**config.mk**
```make
export PLATFORM = sky130hd
export DESIGN_NAME = edge_event_monitor
export DESIGN_NICKNAME = d
export VERILOG_FILES = /design/src/rtl/edge_event_monitor.sv
export SDC_FILE = /design/constraint.sdc
export NUM_CORES = 1
export LEC_CHECK = 0
export ABC_AREA = 0
export CAP_MARGIN = 20
export CORE_ASPECT_RATIO = 1.1
export CORE_MARGIN = 4
export CORE_UTILIZATION = 53
export CTS_BUF_LIST = sky130_fd_sc_hd__clkbuf_8 sky130_fd_sc_hd__clkbuf_16
export DETAILED_ROUTE_END_ITERATION = 10
export PLACE_DENSITY = 0.94
export SETUP_SLACK_MARGIN = 0.2
export SLEW_MARGIN = 20
export SYNTH_ARGS = -nofsm -noshare
export SYNTH_HDL_FRONTEND = slang
export SYNTH_SLANG_ARGS = --single-unit
```
**constraint.sdc**
```tcl
create_clock -name clk -period 2.7 [get_ports clk]
set_input_delay 0.405 -clock clk [delete_from_list [all_inputs] [get_ports clk]]
set_output_delay 0.405 -clock clk [all_outputs]
set_load 0.02 [all_outputs]
```
**src/rtl/edge_event_monitor.sv**
```systemverilog
// Multi-channel edge monitor: per-channel rise/fall/both detection with pulse, saturating count,
// sticky/sat flags and first-event capture. Optional interrupt output behind EDGE_MON_IRQ_EN.
module edge_event_monitor #(
    parameter int NUM_CH = 4,
    parameter int CNT_W  = 8,
    parameter int IDX_W  = (NUM_CH > 1) ? $clog2(NUM_CH) : 1
) (
    input  logic                    clk,
    input  logic                    rst,
    input  logic [NUM_CH-1:0]       sig_in,
    input  logic [2*NUM_CH-1:0]     mode,
    input  logic                    clr,
`ifdef EDGE_MON_IRQ_EN
    input  logic [NUM_CH-1:0]       irq_mask,
    output logic                    irq,
`endif
    output logic [NUM_CH-1:0]       edge_pulse,
    output logic [NUM_CH-1:0]       sticky,
    output logic [NUM_CH-1:0]       sat,
    output logic [NUM_CH*CNT_W-1:0] cnt,
    output logic                    first_vld,
    output logic [IDX_W-1:0]        first_ch
);

    localparam logic [CNT_W-1:0] CNT_MAX = '1;

    logic [NUM_CH-1:0]       sig_q, sig_d;
    logic                    primed_q, primed_d;
    logic [NUM_CH-1:0]       edge_pulse_q, edge_pulse_d;
    logic [NUM_CH-1:0]       sticky_q, sticky_d;
    logic [NUM_CH-1:0]       sat_q, sat_d;
    logic [NUM_CH*CNT_W-1:0] cnt_q, cnt_d;
    logic                    first_vld_q, first_vld_d;
    logic [IDX_W-1:0]        first_ch_q, first_ch_d;
    logic [NUM_CH-1:0]       det;
`ifdef EDGE_MON_IRQ_EN
    logic                    irq_q, irq_d;
`endif

    always_comb begin
        sig_d       = sig_in;
        primed_d    = 1'b1;
        det         = '0;
        sat_d       = sat_q;
        cnt_d       = cnt_q;
        first_vld_d = first_vld_q;
        first_ch_d  = first_ch_q;

        // mode bit 2i enables rising edges, bit 2i+1 enables falling edges
        for (int i = 0; i < NUM_CH; i++) begin
            det[i] = primed_q &
                     ((mode[2*i]   &  sig_in[i] & ~sig_q[i]) |
                      (mode[2*i+1] & ~sig_in[i] &  sig_q[i]));
        end

        edge_pulse_d = det;
        sticky_d     = sticky_q | det;

        for (int i = 0; i < NUM_CH; i++) begin
            if (det[i]) begin
                if (cnt_q[i*CNT_W +: CNT_W] == CNT_MAX) begin
                    sat_d[i] = 1'b1;
                end else begin
                    cnt_d[i*CNT_W +: CNT_W] = cnt_q[i*CNT_W +: CNT_W] + CNT_W'(1);
                end
            end
        end

        // Descending scan so the lowest firing index is the one left standing
        if (!first_vld_q && (|det)) begin
            first_vld_d = 1'b1;
            for (int i = NUM_CH - 1; i >= 0; i--) begin
                if (det[i]) begin
                    first_ch_d = IDX_W'(i);
                end
            end
        end

        // clr wins over a coincident event; edge_pulse is intentionally left alone
        if (clr) begin
            sticky_d    = '0;
            sat_d       = '0;
            cnt_d       = '0;
            first_vld_d = 1'b0;
            first_ch_d  = '0;
        end

`ifdef EDGE_MON_IRQ_EN
        irq_d = |(sticky_d & irq_mask);
`endif
    end

    always_ff @(posedge clk or negedge rst) begin
        if (!rst) begin
            sig_q        <= '0;
            primed_q     <= 1'b0;
            edge_pulse_q <= '0;
            sticky_q     <= '0;
            sat_q        <= '0;
            cnt_q        <= '0;
            first_vld_q  <= 1'b0;
            first_ch_q   <= '0;
        end else begin
            sig_q        <= sig_d;
            primed_q     <= primed_d;
            edge_pulse_q <= edge_pulse_d;
            sticky_q     <= sticky_d;
            sat_q        <= sat_d;
            cnt_q        <= cnt_d;
            first_vld_q  <= first_vld_d;
            first_ch_q   <= first_ch_d;
        end
    end

`ifdef EDGE_MON_IRQ_EN
    always_ff @(posedge clk or negedge rst) begin
        if (!rst) begin
            irq_q <= 1'b0;
        end else begin
            irq_q <= irq_d;
        end
    end

    assign irq = irq_q;
`endif

    assign edge_pulse = edge_pulse_q;
    assign sticky     = sticky_q;
    assign sat        = sat_q;
    assign cnt        = cnt_q;
    assign first_vld  = first_vld_q;
    assign first_ch   = first_ch_q;

endmodule

```
==> impl_metrics.toml <==
[sta]
relSlewSlack_pct = 58.61
tightest_slew_ns = 0.6209
hold_viol = 0
fin_ws_ns = 0.8343
fin_crit_sh_pct = 69.10
tns_ns = 0
clock_skew_ns = 0.008809
rsz0062_at_grt = "false"
setup_viol = 0
final_max_slew_viol_count = 0
finalCriticalPeriod_ns = 1.866
fmax_mhz = 536.0

[logic_synthesis]
synth_ff_type = "dfrtp_1"
ys_ff_latch = 52
seq_area_frac_synth_pct = 51.97
synth_edf_count = 0
synth_warnings = 0
synth_top_area_share_pct = 51.97
synth_area_leaders = "dfrtp_1, a21oi_1, o31ai_1"
synth_area_leader_cell = "dfrtp_1"
syn_area_per_cell_um2 = 10.05
syn_inst = 249
synth_area_mm2 = 0.002504
synthArstFlopShare_pct = 100.0
yosys.cell_types.count = 41
synth_nets = 268

[detailed_routing]
wl_per_cell_um = 16.03
drc = 0
drt-total-wl_um = 5852
top_layer = "met4"
drtIter0Drc = 162
wl_met2_um = 3017
drt_first_pass_iters = 4
route.met3.wl_um = 242
ant_nets = 0
via_count = 2230
drt-met1-wl_um = 2535
routed_via_density = 6.110

[run_status]
status = "complete, no violations"

[power_and_ir_drop]
ir_drop_uv = 293.0
p_per_area_mw_per_mm2 = 458.5
leakage_nw = 1.288

[global_route]
grt_pass1_wl_um = 10090
grt_max_degree = 42
grt.overflow.total = 0
grt_use_total_pct = 21.65
grt_pass1_vias = 2206
grt_antenna_before_repair = 0

[critical_path]
endpoint_kind = "flip-flop"
crit_type = "input port to flip-flop"
required_ns = 2.94
slowest_delay_ns = 0.56
worst_ep_arrival_time_ns = 2.10
worst_setup_path_start_kind = "input port"
worstPathCellList = "clkdlybuf4s50_1 -> nand4b_1 -> and2_1 -> or4_1 -> a21oi_1"
slowest_stage = "or4_1"
worst-path-max-fanout = 19

[clocking]
clock_path_buffers = 2
cts.clk_slew.worst_paths_ns = 0.09
cts_root_buf = "clkbuf_8"
cts_tree = "yes"
ctsHoldBuffers = 0
post_cts_buffers = 0
htreeDepth = 2
cts_made_buffers = 5
clock_sinks = 52
insertion_delay_ns = 0.31
cts_resized = 0

[placed_design]
pre_cts_ws_ns = 0.5123
hpwlAfterDp_um = 4262
gp_congestion = 0.8737
portBuffers = 61

[floorplan]
top_level_ports = 62
coreArea_mm2 = 0.004442
rows = 25
fp.dieH_um = 80.09
die_w_um = 73.53
dieArea_mm2 = 0.005889
initial_utilization_pct = 56.37

[cells_and_area]
insertedDiodeCount = 0
syn2layout_area_growth_pct = 31.08
nNetsFinal = 329
layout-drive-gt1-share_pct = 5.145

[run]
cap_violations = 0

[hold_path]
min_path_type = "input port to asynchronous set/reset pin"
metal layers:
| metal | track usage [%] | vias to the layer above |
|---|---|---|
| met5 | 0 | - |
| met4 | 5.616 | 0 |
| met3 | 4.881 | 5 |
| met2 | 36.35 | 53 |
| met1 | 27.98 | 1094 |
| li1 | - | 1078 |
registers in the layout, summed over array words and instances, names as in the netlist:
name,flops
sig_q,4
sticky,4
first_vld,1
primed_q,1
cnt,32
edge_pulse,4
sat,4
first_ch,2
through the flow:
stage,cell area [um^2],cells,hold WS (ns),utilization (%),power (mW)
2_1_floorplan,2504,249,0.1094,-,0.8990
3_5_place_dp,3171,357,0.4535,71.38,0.9890
4_1_cts,3282,365,0.1117,73.89,1.518
6_report,3282,365,0.09789,73.89,1.505
3_3_place_gp,3171,357,0.4431,71.38,0.9825
5_1_grt,3282,365,0.1366,73.89,1.569
final timing paths:
check                                    from                       to  slack, ns  cells after the start
max reg2reg                primed_q$_DFF_PN0_      cnt[15]$_DFFE_PN0P_       0.91                      4
min in group clk           sat[2]$_DFFE_PN0P_       sat[2]$_DFFE_PN0P_       0.51                      1
min                                       rst  edge_pulse[0]$_DFF_PN0_        0.1                      1
max in group asynchronous                 rst      cnt[23]$_DFFE_PN0P_       2.04                      2
max                                 sig_in[1]      cnt[15]$_DFFE_PN0P_       0.83                      5
min reg2reg                sat[2]$_DFFE_PN0P_       sat[2]$_DFFE_PN0P_       0.51                      1
critical path: cells and delay by family:
| kind | cells | cell delay [ns] |
|---|---|---|
| buffers and inverters | 1 | 0.52 |
| AND/OR/NAND/NOR | 3 | 1.01 |
| AO/OA/AOI/OAI | 1 | 0.15 |
area by class of cell:
class | instances | area (um^2)
flip-flops and latches | 52 | 1301
fillers | 327 | 1160
multi-input cells | 176 | 1107
repair buffers | 64 | 653.1
clock buffers | 5 | 68.82
well taps | 54 | 67.56
clock inverters | 3 | 42.54
inverters | 11 | 41.29
where the power goes:
group	switching [mW]	internal, mW
sequential	0.0165	0.798
combinational	0.0878	0.0701
clock	0.258	0.274
cells by family (layout without fill, tap and decap cells):
group	count (synthesis)	after routing	synth area share, %
other	1	1	0.1498
muxes	3	3	1.249
and+or+nand+nor	94	94	21.84
adders and majority gates	4	4	1.999
AOI/OAI and AO/OA	74	74	18.99
DFF	52	52	51.97
buffers and inverters	21	83	3.797
placed cells by master (no fill, tap or decap), types with 3 or more instances in the layout:
cell             Yosys  final
a21oi_1             26     26
a41oi_1              3      3
and2_1               4      4
and3_1               3      3
clkbuf_8             0      5
clkdlybuf4s50_1      0     60
dfrtp_1             52     52
ha_1                 4      4
inv_1                9      9
nand2_1             12     12
nand3_1              9      9
nand3b_1             4      4
nand4_1              7      7
nand4b_1             6      6
nor2_1              17     17
nor3_1               5      5
o21a_1               3      3
o21ai_0             12     12
o311ai_0             4      4
o31ai_1             12     12
o41ai_1              5      5
or3_1               11     11
or4_1                9      9
Yosys cell counts, drive strengths merged (3+ instances only):
master	number
o311ai	4
ha	4
or4	9
and2	4
o41ai	5
a41oi	3
and3	3
o31ai	12
o21a	3
nand3b	4
nand2	12
or3	11
nand3	9
buf	4
nor2	17
dfrtp	52
nor3	5
nand4	7
nand4b	6
inv	10
o21ai	12
a21oi	26
clkbuf	6
No activity file was read; power rests on OpenSTA's default activity.
